File: src/rtl/vector_clipper_pkg.sv
// Shared definitions for the vector clipper slice.
// Purpose: window defaults matching the 640x480 VGA raster, the outcode
// layout used for Cohen-Sutherland style classification, and the FSM states.
// Ports: none (package).
package vector_clipper_pkg;

  // Default visible window, inclusive on every edge.
  localparam logic signed [12:0] WIN_XMIN = 13'sd0;
  localparam logic signed [12:0] WIN_XMAX = 13'sd639;
  localparam logic signed [12:0] WIN_YMIN = 13'sd0;
  localparam logic signed [12:0] WIN_YMAX = 13'sd479;

  // Upper bound on subdivision steps spent on a single endpoint.
  localparam int ITER_MAX_DEFAULT = 14;

  // One bit per window edge the point lies beyond; all-zero means visible.
  typedef struct packed {
    logic top;
    logic bottom;
    logic right;
    logic left;
  } outcode_t;

  typedef enum logic [2:0] {
    IDLE,
    CLASSIFY,
    CLIP_A,
    CLIP_B,
    EMIT
  } state_t;

endpackage

File: src/rtl/vc_outcode.sv
// Combinational outcode generator.
// Purpose: classify one signed 13-bit point against the inclusive window.
// Ports:
//   x_i, y_i  : signed point coordinates
//   code_o    : {top,bottom,right,left}, set when the point is beyond that edge
module vc_outcode
  import vector_clipper_pkg::*;
#(
  parameter logic signed [12:0] XMIN = WIN_XMIN,
  parameter logic signed [12:0] XMAX = WIN_XMAX,
  parameter logic signed [12:0] YMIN = WIN_YMIN,
  parameter logic signed [12:0] YMAX = WIN_YMAX
) (
  input  logic signed [12:0] x_i,
  input  logic signed [12:0] y_i,
  output outcode_t           code_o
);

  // Edge pixels count as inside, so only strict comparisons set a bit.
  always_comb begin
    code_o.top    = (y_i < YMIN);
    code_o.bottom = (y_i > YMAX);
    code_o.right  = (x_i > XMAX);
    code_o.left   = (x_i < XMIN);
  end

endmodule

File: src/rtl/vector_clipper.sv
// Line clipper between the AVG vector decoder and the line register queue.
// Purpose: trivially accept/reject each line, otherwise move the outside
// endpoint(s) onto the window by midpoint subdivision, then hand the line on.
// Ports:
//   clk, rst                  : clock, asynchronous active-high reset
//   in_valid / in_ready       : upstream handshake (lrWrite / halt)
//   in_start_*, in_end_*      : signed 13-bit endpoints, in_intensity 4-bit
//   out_valid / out_ready     : downstream handshake (out_ready = ~queue full)
//   out_start_*, out_end_*    : clipped endpoints, out_intensity passed through
//   busy                      : a line is being clipped or held for output
//   cnt_accept/clip/reject    : wrapping 16-bit statistics
module vector_clipper
  import vector_clipper_pkg::*;
#(
  parameter logic signed [12:0] XMIN       = WIN_XMIN,
  parameter logic signed [12:0] XMAX       = WIN_XMAX,
  parameter logic signed [12:0] YMIN       = WIN_YMIN,
  parameter logic signed [12:0] YMAX       = WIN_YMAX,
  parameter int                 ITER_MAX   = ITER_MAX_DEFAULT,
  parameter bit                 DROP_BLANK = 1'b1
) (
  input  logic               clk,
  input  logic               rst,
  input  logic               in_valid,
  output logic               in_ready,
  input  logic signed [12:0] in_start_x,
  input  logic signed [12:0] in_start_y,
  input  logic signed [12:0] in_end_x,
  input  logic signed [12:0] in_end_y,
  input  logic [3:0]         in_intensity,
  output logic               out_valid,
  input  logic               out_ready,
  output logic signed [12:0] out_start_x,
  output logic signed [12:0] out_start_y,
  output logic signed [12:0] out_end_x,
  output logic signed [12:0] out_end_y,
  output logic [3:0]         out_intensity,
  output logic               busy,
  output logic [15:0]        cnt_accept,
  output logic [15:0]        cnt_clip,
  output logic [15:0]        cnt_reject
);

  state_t             state_q;
  logic signed [12:0] startX_q, startY_q, endX_q, endY_q;
  logic [3:0]         intensity_q;
  // Working pair: a is the endpoint being pulled in, b is the far point.
  logic signed [12:0] aX_q, aY_q, bX_q, bY_q;
  outcode_t           codeEnd_q;
  logic [7:0]         iter_q;
  logic               inReady_q, outValid_q, busy_q;
  logic [15:0]        acceptCnt_q, clipCnt_q, rejectCnt_q;

  outcode_t           codeA, codeB, codeM, codeNextB_d;
  logic signed [13:0] sumX_d, sumY_d, diffX_d, diffY_d;
  logic signed [12:0] mX_d, mY_d;
  logic signed [12:0] nextAX_d, nextAY_d, nextBX_d, nextBY_d;
  logic               moveA_d, close_d, stepDone_d;

  vc_outcode #(.XMIN(XMIN), .XMAX(XMAX), .YMIN(YMIN), .YMAX(YMAX)) uCodeA (
    .x_i(aX_q), .y_i(aY_q), .code_o(codeA)
  );
  vc_outcode #(.XMIN(XMIN), .XMAX(XMAX), .YMIN(YMIN), .YMAX(YMAX)) uCodeB (
    .x_i(bX_q), .y_i(bY_q), .code_o(codeB)
  );
  vc_outcode #(.XMIN(XMIN), .XMAX(XMAX), .YMIN(YMIN), .YMAX(YMAX)) uCodeM (
    .x_i(mX_d), .y_i(mY_d), .code_o(codeM)
  );

  // One subdivision step on the working pair. The midpoint uses a 14-bit sum
  // and an arithmetic shift so it floors toward minus infinity. If the
  // midpoint still shares an outside edge with a, the crossing lies beyond it
  // and a moves; otherwise b moves. The code of the new b is picked from the
  // instances already present, so the step and its termination test both
  // complete in the same cycle.
  always_comb begin
    sumX_d      = {aX_q[12], aX_q} + {bX_q[12], bX_q};
    sumY_d      = {aY_q[12], aY_q} + {bY_q[12], bY_q};
    mX_d        = 13'(sumX_d >>> 1);
    mY_d        = 13'(sumY_d >>> 1);
    moveA_d     = ((codeA & codeM) != 4'b0000);
    nextAX_d    = moveA_d ? mX_d : aX_q;
    nextAY_d    = moveA_d ? mY_d : aY_q;
    nextBX_d    = moveA_d ? bX_q : mX_d;
    nextBY_d    = moveA_d ? bY_q : mY_d;
    codeNextB_d = moveA_d ? codeB : codeM;
    diffX_d     = {nextAX_d[12], nextAX_d} - {nextBX_d[12], nextBX_d};
    diffY_d     = {nextAY_d[12], nextAY_d} - {nextBY_d[12], nextBY_d};
    close_d     = (diffX_d >= -14'sd1) && (diffX_d <= 14'sd1) &&
                  (diffY_d >= -14'sd1) && (diffY_d <= 14'sd1);
    stepDone_d  = close_d || (iter_q == 8'(ITER_MAX - 1));
  end

  // Control FSM with registered handshake outputs and statistics counters.
  always_ff @(posedge clk or posedge rst) begin
    if (rst) begin
      state_q     <= IDLE;
      startX_q    <= '0;
      startY_q    <= '0;
      endX_q      <= '0;
      endY_q      <= '0;
      intensity_q <= '0;
      aX_q        <= '0;
      aY_q        <= '0;
      bX_q        <= '0;
      bY_q        <= '0;
      codeEnd_q   <= '0;
      iter_q      <= '0;
      inReady_q   <= 1'b1;
      outValid_q  <= 1'b0;
      busy_q      <= 1'b0;
      acceptCnt_q <= '0;
      clipCnt_q   <= '0;
      rejectCnt_q <= '0;
    end else begin
      case (state_q)
        IDLE: begin
          if (in_valid) begin
            startX_q    <= in_start_x;
            startY_q    <= in_start_y;
            endX_q      <= in_end_x;
            endY_q      <= in_end_y;
            intensity_q <= in_intensity;
            aX_q        <= in_start_x;
            aY_q        <= in_start_y;
            bX_q        <= in_end_x;
            bY_q        <= in_end_y;
            inReady_q   <= 1'b0;
            busy_q      <= 1'b1;
            state_q     <= CLASSIFY;
          end
        end
        CLASSIFY: begin
          codeEnd_q <= codeB;
          iter_q    <= '0;
          if (DROP_BLANK && (intensity_q == 4'd0)) begin
            inReady_q <= 1'b1;
            busy_q    <= 1'b0;
            state_q   <= IDLE;
          end else if ((codeA & codeB) != 4'b0000) begin
            rejectCnt_q <= rejectCnt_q + 16'd1;
            inReady_q   <= 1'b1;
            busy_q      <= 1'b0;
            state_q     <= IDLE;
          end else if ((codeA == 4'b0000) && (codeB == 4'b0000)) begin
            acceptCnt_q <= acceptCnt_q + 16'd1;
            outValid_q  <= 1'b1;
            state_q     <= EMIT;
          end else if (codeA != 4'b0000) begin
            state_q <= CLIP_A;
          end else begin
            // Only the end needs work: swap so a is always the moving point.
            aX_q    <= endX_q;
            aY_q    <= endY_q;
            bX_q    <= startX_q;
            bY_q    <= startY_q;
            state_q <= CLIP_B;
          end
        end
        CLIP_A, CLIP_B: begin
          aX_q   <= nextAX_d;
          aY_q   <= nextAY_d;
          bX_q   <= nextBX_d;
          bY_q   <= nextBY_d;
          iter_q <= iter_q + 8'd1;
          if (stepDone_d) begin
            if (codeNextB_d != 4'b0000) begin
              rejectCnt_q <= rejectCnt_q + 16'd1;
              inReady_q   <= 1'b1;
              busy_q      <= 1'b0;
              state_q     <= IDLE;
            end else if ((state_q == CLIP_A) && (codeEnd_q != 4'b0000)) begin
              // Start is now inside; clip the end against the new start.
              startX_q <= nextBX_d;
              startY_q <= nextBY_d;
              aX_q     <= endX_q;
              aY_q     <= endY_q;
              bX_q     <= nextBX_d;
              bY_q     <= nextBY_d;
              iter_q   <= '0;
              state_q  <= CLIP_B;
            end else begin
              if (state_q == CLIP_A) begin
                startX_q <= nextBX_d;
                startY_q <= nextBY_d;
              end else begin
                endX_q <= nextBX_d;
                endY_q <= nextBY_d;
              end
              clipCnt_q  <= clipCnt_q + 16'd1;
              outValid_q <= 1'b1;
              state_q    <= EMIT;
            end
          end
        end
        EMIT: begin
          if (out_ready) begin
            outValid_q <= 1'b0;
            inReady_q  <= 1'b1;
            busy_q     <= 1'b0;
            state_q    <= IDLE;
          end
        end
        default: begin
          outValid_q <= 1'b0;
          inReady_q  <= 1'b1;
          busy_q     <= 1'b0;
          state_q    <= IDLE;
        end
      endcase
    end
  end

  assign in_ready      = inReady_q;
  assign out_valid     = outValid_q;
  assign busy          = busy_q;
  assign out_start_x   = startX_q;
  assign out_start_y   = startY_q;
  assign out_end_x     = endX_q;
  assign out_end_y     = endY_q;
  assign out_intensity = intensity_q;
  assign cnt_accept    = acceptCnt_q;
  assign cnt_clip      = clipCnt_q;
  assign cnt_reject    = rejectCnt_q;

endmodule

File: config.mk
export PLATFORM = sky130hd
export DESIGN_NAME = vector_clipper
export DESIGN_NICKNAME = d
export VERILOG_FILES = /design/src/rtl/vector_clipper_pkg.sv /design/src/rtl/vc_outcode.sv /design/src/rtl/vector_clipper.sv
export SDC_FILE = /design/constraint.sdc
export NUM_CORES = 1
export LEC_CHECK = 0
export CELL_PAD_IN_SITES_DETAIL_PLACEMENT = 2
export CELL_PAD_IN_SITES_GLOBAL_PLACEMENT = 2
export CORE_ASPECT_RATIO = 1.1
export CORE_MARGIN = 1
export CORE_UTILIZATION = 37
export CTS_BUF_LIST = sky130_fd_sc_hd__clkbuf_8
export DETAILED_ROUTE_END_ITERATION = 10
export PLACE_DENSITY_LB_ADDON = 0.08
export SYNTH_ARGS = -nofsm -noshare
export SYNTH_HDL_FRONTEND = slang
export SYNTH_HIERARCHICAL = 1
export SYNTH_SLANG_ARGS = --single-unit
File: constraint.sdc
create_clock -name clk -period 18.5 [get_ports clk]
set_input_delay 3.7 -clock clk [delete_from_list [all_inputs] [get_ports clk]]
set_output_delay 3.7 -clock clk [all_outputs]
set_load 0.05 [all_outputs]
==> qor.csv <==
stage,metric,value,unit
outcome,status,finished clean,
setup_path,worstReg2RegEnd,out_start_y[10]$_DFFE_PP0P_,
global_route,grt_overflow,0,
setup_path,crit_top_cell,a21oi_1,
detailed_routing,viasPerCell,5.747,
clock_tree,post-cts-setup-buffers,0,
setup_path,arrival,9.45,ns
clock_tree,clk-insertion-delay-late,0.52,ns
placed_design,place_congestion,0.8748,
setup_path,start_kind,flop,
global_route,grt_usage,27.18,%
setup_path,worstSetupStartpoint,aY_q[1]$_DFFE_PP0P_,
floorplan,initial_core_util,37.63,%
layout,n_antenna_cell,0,
global_route,grt_pass1_wl,68480,µm
floorplan,row_count,68,
clock_tree,htreeDepth,4,
layout,layout.nets,1618,
floorplan,top_level_ports,167,
setup_path,required,18.89,ns
clock_tree,cts_hold_buf,0,
global_route,grt_pass1_vias,12098,
sta,slew_violations,0,
layout,area_growth,20.49,%
sta,rsz0062_at_grt,false,
setup_path,crit_end,out_start_y[10]$_DFFE_PP0P_,
floorplan,die_h,189.4,µm
placed_design,port_buffers,166,
setup_path,reg2reg_slack,9.44,ns
min_path,min_path_type,reg -> reg,
setup_path,critPathMaxStageDelay,0.57,ns
layout,fin_cells,1934,
synthesis,yosysWarningCount,6,
detailed_routing,route.detailed.wl_per_inst,22.09,µm
synthesis,synth_area,11820,µm²
layout,nFillCells,3441,
detailed_routing,remaining_drc_errors,0,
floorplan,dieWidth,172.4,µm
setup_path,crit_path_max_fanout,40,
detailed_routing,route.final.wire_length,42730,µm
detailed_routing,first_iter_violations,566,
placed_design,dp_hpwl,31050,µm
sta,skew,0.03191,ns
sta,finalSetupTns,0,ns
sta,setup_viol,0,
setup_path,crit_type,reg -> reg,
detailed_routing,dr.pass1.iters,5,
sta,hold_violations,0,
global_route,grt_antenna_before_repair,0,
setup_path,r2r_start,aY_q[1]$_DFFE_PP0P_,
clock_tree,cts_root_buf,clkbuf_8,
clock_tree,clkTransAtPathRegs,0.10,ns
floorplan,die_area,32650,µm²
sta,relSlewSlack,14.12,%
clock_tree,post_cts_resized,0,
floorplan,coreArea,31400,µm²
sta,worstMarginPinSlew,1.283,ns
clock_tree,cts_tree,built,
synthesis,synthCells,1375,
setup_path,worstRegToRegCells,32,
run,maxCapViolCount,0,
sta,period_needed,9.058,ns
global_route,grt_max_degree,70,
synthesis,syn_nets,1492,
setup_path,end_kind,flop,
clock_tree,cts_buffers,17,
synthesis,synth_area_per_cell,8.593,µm²
placed_design,placedCellCount,1902,
layout,drive_above_1_share,7.530,%
detailed_routing,antenna_left,0,
clock_tree,cts_sinks,174,
sta,fin_crit_sh,48.96,%
clock_tree,clock_path_buffers,2,
sta,fmax,110.4,MHz
detailed_routing,vias,11114,
setup_path,cp_slowest_cell,or4_1,
## cell type report
| class | instances | area, µm² | area share, % |
|---|---|---|---|
| inverter | 48 | 185.2 | 1.301 |
| sequential | 174 | 4355 | 30.59 |
| clock buffer | 20 | 275.3 | 1.934 |
| clock inverter | 12 | 123.9 | 0.8701 |
| timing repair buffer | 181 | 1774 | 12.46 |
| multi-input combinational | 1079 | 6997 | 49.15 |
| tap | 420 | 525.5 | 3.691 |
## per-layer routing
metal  wire, µm  GRT usage (%)  up-vias  share of wire, %
met3       1643          4.515       40               3.8
met2      20990          46.93      221                49
li1           -              -     5168                 -
met1      19460          34.97     5685                46
met5          0              0        -                 0
met4        636          6.637        0               1.5
## worst min path at each step
| stage | endpoint | cells past startpoint | slack (ns) | startpoint |
|---|---|---|---|---|
| 2_1_floorplan | iter_q[7]$_DFFE_PP0N_ | 1 | 0.45 | iter_q[7]$_DFFE_PP0N_ |
| 3_3_place_gp | cnt_reject[15]$_DFFE_PP0P_ | 1 | 0.46 | cnt_reject[15]$_DFFE_PP0P_ |
| 3_5_place_dp | cnt_reject[15]$_DFFE_PP0P_ | 1 | 0.46 | cnt_reject[15]$_DFFE_PP0P_ |
| 4_1_cts | cnt_reject[15]$_DFFE_PP0P_ | 1 | 0.48 | cnt_reject[15]$_DFFE_PP0P_ |
| 5_1_grt | cnt_clip[15]$_DFFE_PP0P_ | 1 | 0.50 | cnt_clip[15]$_DFFE_PP0P_ |
| 6_report | cnt_clip[15]$_DFFE_PP0P_ | 1 | 0.48 | cnt_clip[15]$_DFFE_PP0P_ |
## registers in the layout (all words and copies together), names as in the netlist
| register | flops |
|---|---|
| bY_q | 13 |
| out_start_x | 13 |
| out_end_y | 13 |
| out_valid | 1 |
| iter_q | 8 |
| busy | 1 |
| out_start_y | 13 |
| cnt_accept | 16 |
| in_ready | 1 |
| cnt_clip | 16 |
| aX_q | 13 |
| state_q | 3 |
| codeEnd_q | 4 |
| cnt_reject | 16 |
| aY_q | 13 |
| out_end_x | 13 |
| bX_q | 13 |
| out_intensity | 4 |
## placed cells by master, fill, tap and decap left out, types with 6 or more instances in the layout
cell type          n
and2_1             9
o31ai_1            6
or3_1              6
o21a_1             8
xor2_1            40
clkdlybuf4s50_1  166
nor2_1           110
mux2i_1           50
nand2_1          205
nand3_1           18
mux2_1             7
a21oi_1           91
a22oi_1           10
ha_1              53
nand3b_1          10
mux2_2            21
o211ai_1           6
o22ai_1           30
o21bai_1           6
buf_4             15
nor3_1            19
a31oi_1           19
or2_2              6
inv_6              6
a221oi_1          10
nor2b_1            8
o31a_1             6
nand2b_1          13
and3_1            11
inv_1             46
o221a_2           11
xnor2_1           43
nor4_1            16
clkbuf_8          20
nand4_1           21
a21o_1            15
o21ai_0          125
dfrtp_1          173
## worst max-delay path, delay by kind of cell (launching register included)
family | cells | cell delay, ns
xor gates and xnor gates | 2 | 0.33
adders and majority gates | 2 | 0.78
and+or+nand+nor | 7 | 1.75
buffers and inverters | 3 | 1.14
muxes | 2 | 0.85
AOI/OAI and AO/OA | 16 | 3.62
DFF | 1 | 0.44
## through the flow
step	hold slack, ns	utilization [%]	setup WS (ns)	instance area (µm²)
global route	0.4957	45.35	8.707	14240
global placement	0.4610	44.07	9.888	13840
finish	0.4842	45.35	9.442	14240
detailed placement	0.4578	44.07	9.486	13840
floorplan	0.4508	-	10.08	11820
CTS	0.4835	45.35	9.403	14240
Power is left out: the tool's default activity adds up to more than one toggle a clock period on the data nets, which glitch-free logic cannot reach.
